===== src/rtl/accumulator_pkg.sv =====
// Shared definitions for the accumulator CPU sequencer: opcodes, FSM state
// encoding and the ALU operation codes used in EXEC.
package accumulator_pkg;

    localparam logic [3:0] OP_NOP   = 4'h0;
    localparam logic [3:0] OP_LOAD  = 4'h1;
    localparam logic [3:0] OP_STORE = 4'h2;
    localparam logic [3:0] OP_ADD   = 4'h3;
    localparam logic [3:0] OP_SUB   = 4'h4;
    localparam logic [3:0] OP_AND   = 4'h5;
    localparam logic [3:0] OP_OR    = 4'h6;
    localparam logic [3:0] OP_HALT  = 4'h7;
    localparam logic [3:0] OP_JUMP  = 4'h8;
    localparam logic [3:0] OP_JZ    = 4'h9;

    localparam logic [3:0] ALU_ADD = 4'b0000;
    localparam logic [3:0] ALU_SUB = 4'b0001;
    localparam logic [3:0] ALU_AND = 4'b1000;
    localparam logic [3:0] ALU_OR  = 4'b1001;

    typedef enum logic [2:0] {
        S_HALT   = 3'd0,
        S_FETCH  = 3'd1,
        S_LATCH  = 3'd2,
        S_DECODE = 3'd3,
        S_READ   = 3'd4,
        S_EXEC   = 3'd5,
        S_WRITE  = 3'd6
    } state_t;

    // LOAD has no ALU operation; EXEC bypasses the ALU for it.
    function automatic logic [3:0] alu_op_for(input logic [3:0] opcode);
        logic [3:0] op;
        op = ALU_ADD;
        case (opcode)
            OP_SUB:  op = ALU_SUB;
            OP_AND:  op = ALU_AND;
            OP_OR:   op = ALU_OR;
            default: op = ALU_ADD;
        endcase
        return op;
    endfunction

endpackage


===== src/rtl/accumulator_sequencer_alu.sv =====
// 16-bit ALU used by the sequencer's EXEC state; arithmetic wraps modulo 2^16.
module accumulator_sequencer_alu
    import accumulator_pkg::*;
(
    input  logic [3:0]  op,
    input  logic [15:0] operand1,
    input  logic [15:0] operand2,
    output logic [15:0] result
);

    always_comb begin
        result = operand1 + operand2;
        case (op)
            ALU_ADD: result = operand1 + operand2;
            ALU_SUB: result = operand1 - operand2;
            ALU_AND: result = operand1 & operand2;
            ALU_OR:  result = operand1 | operand2;
            default: result = operand1 + operand2;
        endcase
    end

endmodule


===== src/rtl/accumulator_sequencer.sv =====
// Fetch/decode/execute controller for the 16-bit accumulator CPU. Owns PC, IR
// and AC and issues at most one main-memory request per cycle.
module accumulator_sequencer
    import accumulator_pkg::*;
(
    input  logic        clk,
    input  logic        reset,
    input  logic        run,
    input  logic [15:0] mem_rdata,
    output logic [15:0] mem_addr,
    output logic [15:0] mem_wdata,
    output logic        mem_we,
    output logic [15:0] pc,
    output logic [15:0] ir,
    output logic [15:0] ac,
    output logic        halted,
    output logic        illegal
);

    state_t      state;
    state_t      state_next;
    logic [3:0]  opcode;
    logic [15:0] operand_addr;
    logic [15:0] alu_result;

    assign opcode       = ir[15:12];
    assign operand_addr = {4'h0, ir[11:0]};

    accumulator_sequencer_alu u_alu (
        .op       (alu_op_for(opcode)),
        .operand1 (ac),
        .operand2 (mem_rdata),
        .result   (alu_result)
    );

    always_ff @(posedge clk) begin
        if (reset) begin
            state   <= S_HALT;
            pc      <= 16'h0000;
            ir      <= 16'h0000;
            ac      <= 16'h0000;
            illegal <= 1'b0;
        end else begin
            state <= state_next;
            case (state)
                S_HALT: begin
                    if (run) illegal <= 1'b0;
                end
                S_LATCH: begin
                    ir <= mem_rdata;
                    pc <= pc + 16'h0001;
                end
                S_DECODE: begin
                    case (opcode)
                        OP_NOP, OP_LOAD, OP_STORE, OP_ADD,
                        OP_SUB, OP_AND, OP_OR, OP_HALT: ;
                        OP_JUMP: pc <= operand_addr;
                        OP_JZ:   if (ac == 16'h0000) pc <= operand_addr;
                        default: illegal <= 1'b1;
                    endcase
                end
                S_EXEC: begin
                    ac <= (opcode == OP_LOAD) ? mem_rdata : alu_result;
                end
                default: ;
            endcase
        end
    end

    always_comb begin
        state_next = state;
        case (state)
            S_HALT:   if (run) state_next = S_FETCH;
            S_FETCH:  state_next = S_LATCH;
            S_LATCH:  state_next = S_DECODE;
            S_DECODE: begin
                case (opcode)
                    OP_LOAD, OP_ADD, OP_SUB, OP_AND, OP_OR: state_next = S_READ;
                    OP_STORE:                     state_next = S_WRITE;
                    OP_NOP, OP_JUMP, OP_JZ:       state_next = S_FETCH;
                    default:                      state_next = S_HALT;
                endcase
            end
            S_READ:   state_next = S_EXEC;
            S_EXEC:   state_next = S_FETCH;
            S_WRITE:  state_next = S_FETCH;
            default:  state_next = S_HALT;
        endcase
    end

    // Moore memory port; the write strobe is masked by reset so a reset that
    // lands on a STORE can never corrupt memory.
    always_comb begin
        mem_addr  = pc;
        mem_wdata = ac;
        mem_we    = 1'b0;
        if (state == S_READ || state == S_WRITE) mem_addr = operand_addr;
        if (state == S_WRITE && !reset) mem_we = 1'b1;
    end

    assign halted = (state == S_HALT);

endmodule


===== config.mk =====
export PLATFORM = sky130hd
export DESIGN_NAME = accumulator_sequencer
export DESIGN_NICKNAME = d
export VERILOG_FILES = /design/src/rtl/accumulator_pkg.sv /design/src/rtl/accumulator_sequencer_alu.sv /design/src/rtl/accumulator_sequencer.sv
export SDC_FILE = /design/constraint.sdc
export NUM_CORES = 1
export LEC_CHECK = 0
export CAP_MARGIN = 15
export CORE_UTILIZATION = 46
export DETAILED_ROUTE_END_ITERATION = 8
export PLACE_DENSITY = 0.74
export SYNTH_ARGS = -nofsm -noshare
export SYNTH_HDL_FRONTEND = slang
export SYNTH_SLANG_ARGS = --single-unit

===== constraint.sdc =====
create_clock -name clk -period 8.6 [get_ports clk]
set_input_delay 1.29 -clock clk [delete_from_list [all_inputs] [get_ports clk]]
set_output_delay 1.29 -clock clk [all_outputs]
set_load 0.005 [all_outputs]

; ---- Word-level counts from Yosys, hierarchy flattened
; Memory sizes are Yosys's and may differ from the RTL's. A register that Yosys moved wholly into a read port is not among the register bits.
; Cells that the tools add are included.
; W data, S select, Z words.
[totals]
ff_bits = 52
rom_bits = 48
input_bits = 19
output_inout_bits = 83
elab_cells = 60
n_memories = 1
[classes]
n_addsub = 3
n_eq_ne = 22
mux = 15
bitwise = 2
reduce_logical = 12
[mem_list]
columns = memory, depth, word_bits, rd, rd_ports_with_merged_regs, write_ports, line
row1 = (no name shown), 16, 3, 1, 1, 0, accumulator_sequencer.sv:77  ; case (opcode)
[op_table]
columns = cell, n
row1 = $pmux W16 S2, 2
row2 = $mux W16, 3
row3 = $pmux W16 S3, 1
row4 = $pmux W3 S6, 1
row5 = $add A16 B1 Y16 const B, 1
row6 = $add A16 B16 Y16, 1
row7 = $and A16 B16 Y16, 1
row8 = $eq A4 B3 Y1 const B, 4
row9 = $eq A4 B4 Y1 const B, 4
row10 = $logic_not A16 Y1, 1
row11 = $or A16 B16 Y16, 1
row12 = $sub A16 B16 Y16, 1
row13 = $pmux W4 S3, 1
row14 = $reduce_or A10 Y1, 1
row15 = $eq A3 B3 Y1 const B, 3
row16 = $eq A4 B1 Y1 const B, 2
row17 = $eq A4 B2 Y1 const B, 2
row18 = $mux W4, 2
row19 = $eq A3 B2 Y1 const B, 2
row20 = $reduce_and A3 Y1, 2
row21 = $logic_not A4 Y1, 1
row22 = $ne A2 B2 Y1 const B, 2
row23 = $reduce_bool A2 Y1, 2
row24 = $eq A3 B1 Y1 const B, 1
row25 = other kinds (10), 12

; ---- Logic depth before layout (Yosys ltp)
[logic_depth]
ltp_word = 5
mapped_depth = 14

; ---- Hierarchy
; Synthesis repeated with hierarchy kept, for this count alone.
[unflattened]
hier_cells = 554
hier_area_um2 = 4362.9
[modules_own_cells]
columns = module, instances, cells_per_inst, area_per_inst_um2, seq_area_each_um2
row1 = accumulator_sequencer, 1, 355, 2956.6, 1101.1
row2 = accumulator_sequencer_alu, 1, 199, 1406.3, 0.0

; ---- Worst setup path before layout
; No wires, ideal clock.
[synth_timing]
kind = in2reg
start = input mem_rdata[3]
end = register ac[14]
setup_ps = 119
t_arrival_ps = 3869
setup_slack_ps = 4612
cell_stages = 13
cell_sequence = buf_2 -> nor4_4 -> nand2_1 -> o41ai_1 -> xor2_1 -> ha_1 -> buf_2 -> a21oi_2 -> o21ai_1 -> a311o_1 -> or3_1 -> a31oi_1 -> o21ai_1
[synth_via]
elab_chain_len = 3
[synth_rtl]
columns = item, line
row1 = from (decl), accumulator_sequencer.sv:9  ; input logic [15:0] mem_rdata,
row2 = $add A16 B16 Y16 / $sub A16 B16 Y16 (equally long branches), "accumulator_sequencer_alu.sv:14, accumulator_sequencer_alu.sv:18, accumulator_sequencer_alu.sv:15"
row3 = $pmux W16 S3 *, accumulator_sequencer_alu.sv:13  ; case (op)
row4 = $mux W16 *, accumulator_sequencer.sv:63  ; ac <= (opcode == OP_LOAD) ? mem_rdata : alu_result;
row5 = to (signal assigned), accumulator_sequencer.sv:63
row6 = to (decl), accumulator_sequencer.sv:15  ; output logic [15:0] ac,
; Mark *: on every way between the ends. The rest lies on a longest branch, timed or not.
; A chain may end at the register's enable or synchronous reset.

; ---- Final worst setup path
[layout_timing]
start = input mem_rdata[2]
end = register ac[14]
; Same word-level chain as after synthesis.

==> impl_metrics.ini <==
[detailed_routing]
final_antenna_net_count = 0
drtIter0Drc = 308
routedWlPerCell_um = 17.3
dr_wl_met2_mm = 6.16
route.met3.wl_mm = 1.14
drc = 0
met1_length_mm = 5.93
first_pass_iters = 6
routed.top_layer = met4
viasPerCell = 6.13
wirelength_mm = 13.5
num_vias = 4797

[setup_path]
crit_path_cell_trace = clkdlybuf4s50_1, nor4_4, nand2_1, o41ai_1, xor2_1, ha_1, a21oi_2, o21ai_1, a311o_1, or3_1, a31oi_1, o21ai_1
startpoint_type = input port
path_class = in -> reg
slowest_delay_ns = 0.59
cp_max_fo = 10
crit_family = compound AO/OA/AOI/OAI gates
cp_slowest_cell = clkdlybuf4s50_1
arrival_ns = 4.75
path_common_cell = o21ai_1
rr_worst_depth = 11
required_ns = 8.82
path_depth = 12
crit_path_end_kind = flip-flop
crit_buf_inv = 1

[synthesis]
yosys_register_bits = 55
synth_most_common_cell = nand2_1
synth_warnings = 0
syn_area_per_cell_um2 = 7.52
synthesis.nets = 637
synthMuxAreaShare_pct = 3.70
synthFlopType = dfxtp_1
synth_xor_area_share_pct = 3.70
synth_area_leader_cell = dfxtp_1
synth-adder-area-share_pct = 5.73
synth-compound-area-share_pct = 27.0
synthSimpleGateAreaFrac_pct = 26.3
ys_types = 83
async_flop_share_pct = 0
synth_area_leaders = dfxtp_1 24%, nand2_1 7.3%, a21oi_1 6.2%
synth_top_family_by_area = compound AO/OA/AOI/OAI gates
synth-seq-area-share_pct = 24.5
yosys.area.top_type_share_pct = 24.5
yosys-top-cells-count = 87 x nand2_1, 56 x a21oi_1, 55 x dfxtp_1
syn_area_um2 = 4490
synth_edf_count = 0
synth_cells = 598

[floorplan]
dieArea_um2 = 10200
initial_core_util_pct = 48.0
die_h_um = 101
rows = 35
die_x_um = 101
io_pins = 102
core_um2 = 9370

[global_route]
antenna_found_initial = 0
grt_max_degree = 47
grt_pass1_vias = 4222
grt_usage_pct = 26.9
grt_pass1_wl_mm = 21.6
grt_remaining_overflow = 0

[clock_network]
postCtsSetupBuffers = 0
worst_skew_pair.late_latency_ns = 0.32
cts-root-buf = clkbuf_8
cts_tree = built
clockBufferDepth = 2
cts_hold_buf = 0
ctsHtreeMaxLevel = 2
cts_sinks = 55
cts_made_buffers = 5
clkTransAtPathRegs_ns = 0.12
cts_resized = 0

[timing]
layout_setup_ws_ns = 4.07
finalSetupTns_ns = 0
period_share_pct = 52.7
period_needed_ns = 4.53
rsz0062_at_grt = no
setup_viol = 0
tightest_slew_ns = 0.897
slew-limit-headroom_pct = 40.2
timing.fmax_ghz = 0.221
hold_viol = 0
finClkSkew_ns = 0.00768
slew_viol_final = 0

[flow_run]
maxCapViolCount = 0

[cells_and_area]
register_area_um2 = 1100
num-fill-cells = 942
drive_above_1_share_pct = 7.19
diodes = 0
postLayoutCoreUtil_pct = 58.2
areaGrowthSynthToFinish_pct = 21.4
fin_nets = 692
multi_input_area_um2 = 2990

[placed_design]
port_buffers = 101
post-dp-hpwl_mm = 9.94
place_ws_ns = 3.82
gp_congestion = 0.987

[power]
vdd_drop_max_uv = 73.8
p_leak_nw = 1.97
power_density_nw_per_um2 = 112

[worst_hold_path]
hold_depth = 2
hold_path.class = reg -> reg

[outcome]
status = finished, final reports clean
## cells by family after synthesis
kind of cell,Yosys count
flops,55
simple gates,226
xor+xnor,19
mux,15
compound gates,184
fa+ha+maj,20
buf+inv,79
## cell type report
| cell class | instances | area share (%) |
|---|---|---|
| tap | 129 | 2.96 |
| timing repair buffer | 103 | 18.8 |
| multi-input combinational | 464 | 54.7 |
| clock inverter | 3 | 0.413 |
| clock buffer | 5 | 1.26 |
| sequential | 55 | 20.2 |
| inverter | 24 | 1.65 |
## power by group
group          internal, mW  total, mW  switching [mW]
Sequential            0.266      0.284          0.0179
Combinational        0.0729      0.169          0.0962
Clock                0.0589      0.158          0.0993
Total                 0.397      0.611           0.213
## final timing paths
check                      start               endpoint  slack [ns]
min                    flip-flop  state[2]$_SDFFE_PP0P_        0.49
max                 mem_rdata[2]    ac[14]$_SDFFE_PP0N_        4.07
max reg2reg  ir[15]$_SDFFE_PP0P_    ac[14]$_SDFFE_PP0N_        4.92
min reg2reg            flip-flop  state[2]$_SDFFE_PP0P_        0.49
## stage by stage
| step | hold slack [ns] | total power, mW | cell area [um^2] | std cells |
|---|---|---|---|---|
| 2_1_floorplan | 0.443 | 0.398 | 4490 | 598 |
| 3_3_place_gp | 0.453 | 0.450 | 5360 | 774 |
| 3_5_place_dp | 0.461 | 0.454 | 5360 | 774 |
| 4_1_cts | 0.486 | 0.608 | 5450 | 782 |
| 5_1_grt | 0.525 | 0.639 | 5460 | 783 |
| 6_report | 0.486 | 0.611 | 5460 | 783 |
## state kept, by name, summed over array words and instances (netlist names), named ones only
signal,cells
illegal,1
pc,16
ir,16
ac,16
state,3
## routing by layer
metal,vias up,global-route usage (%)
met4,0,8.25
met2,269,42.1
met3,37,4.02
met1,2230,37.9
li1,2261,-
met5,-,0
## worst reg2reg max path, stage by stage (launching register included)
cell       delay [ns]
dfxtp_1          0.50
nand2b_1         0.27
nor3_1           0.64
nor2_1           0.13
xnor2_1          0.22
ha_1             0.31
nor2b_1          0.16
o21ai_0          0.47
a2111oi_0        0.25
or3_1            0.37
a31oi_1          0.18
o21ai_1          0.08
## placed cells by master, fill, tap and decap left out, types with 9 or more instances in the layout
master and n:
nand3_1 11, nand2_1 87, nor3_1 15, nor2_1 38, dfxtp_1 55, nand3b_1 9
xnor2_1 12, o21ai_0 40, a21oi_1 56, ha_1 19, inv_1 24, mux2_2 12
clkdlybuf4s50_1 101
No activity file was read; power rests on OpenSTA's default activity.
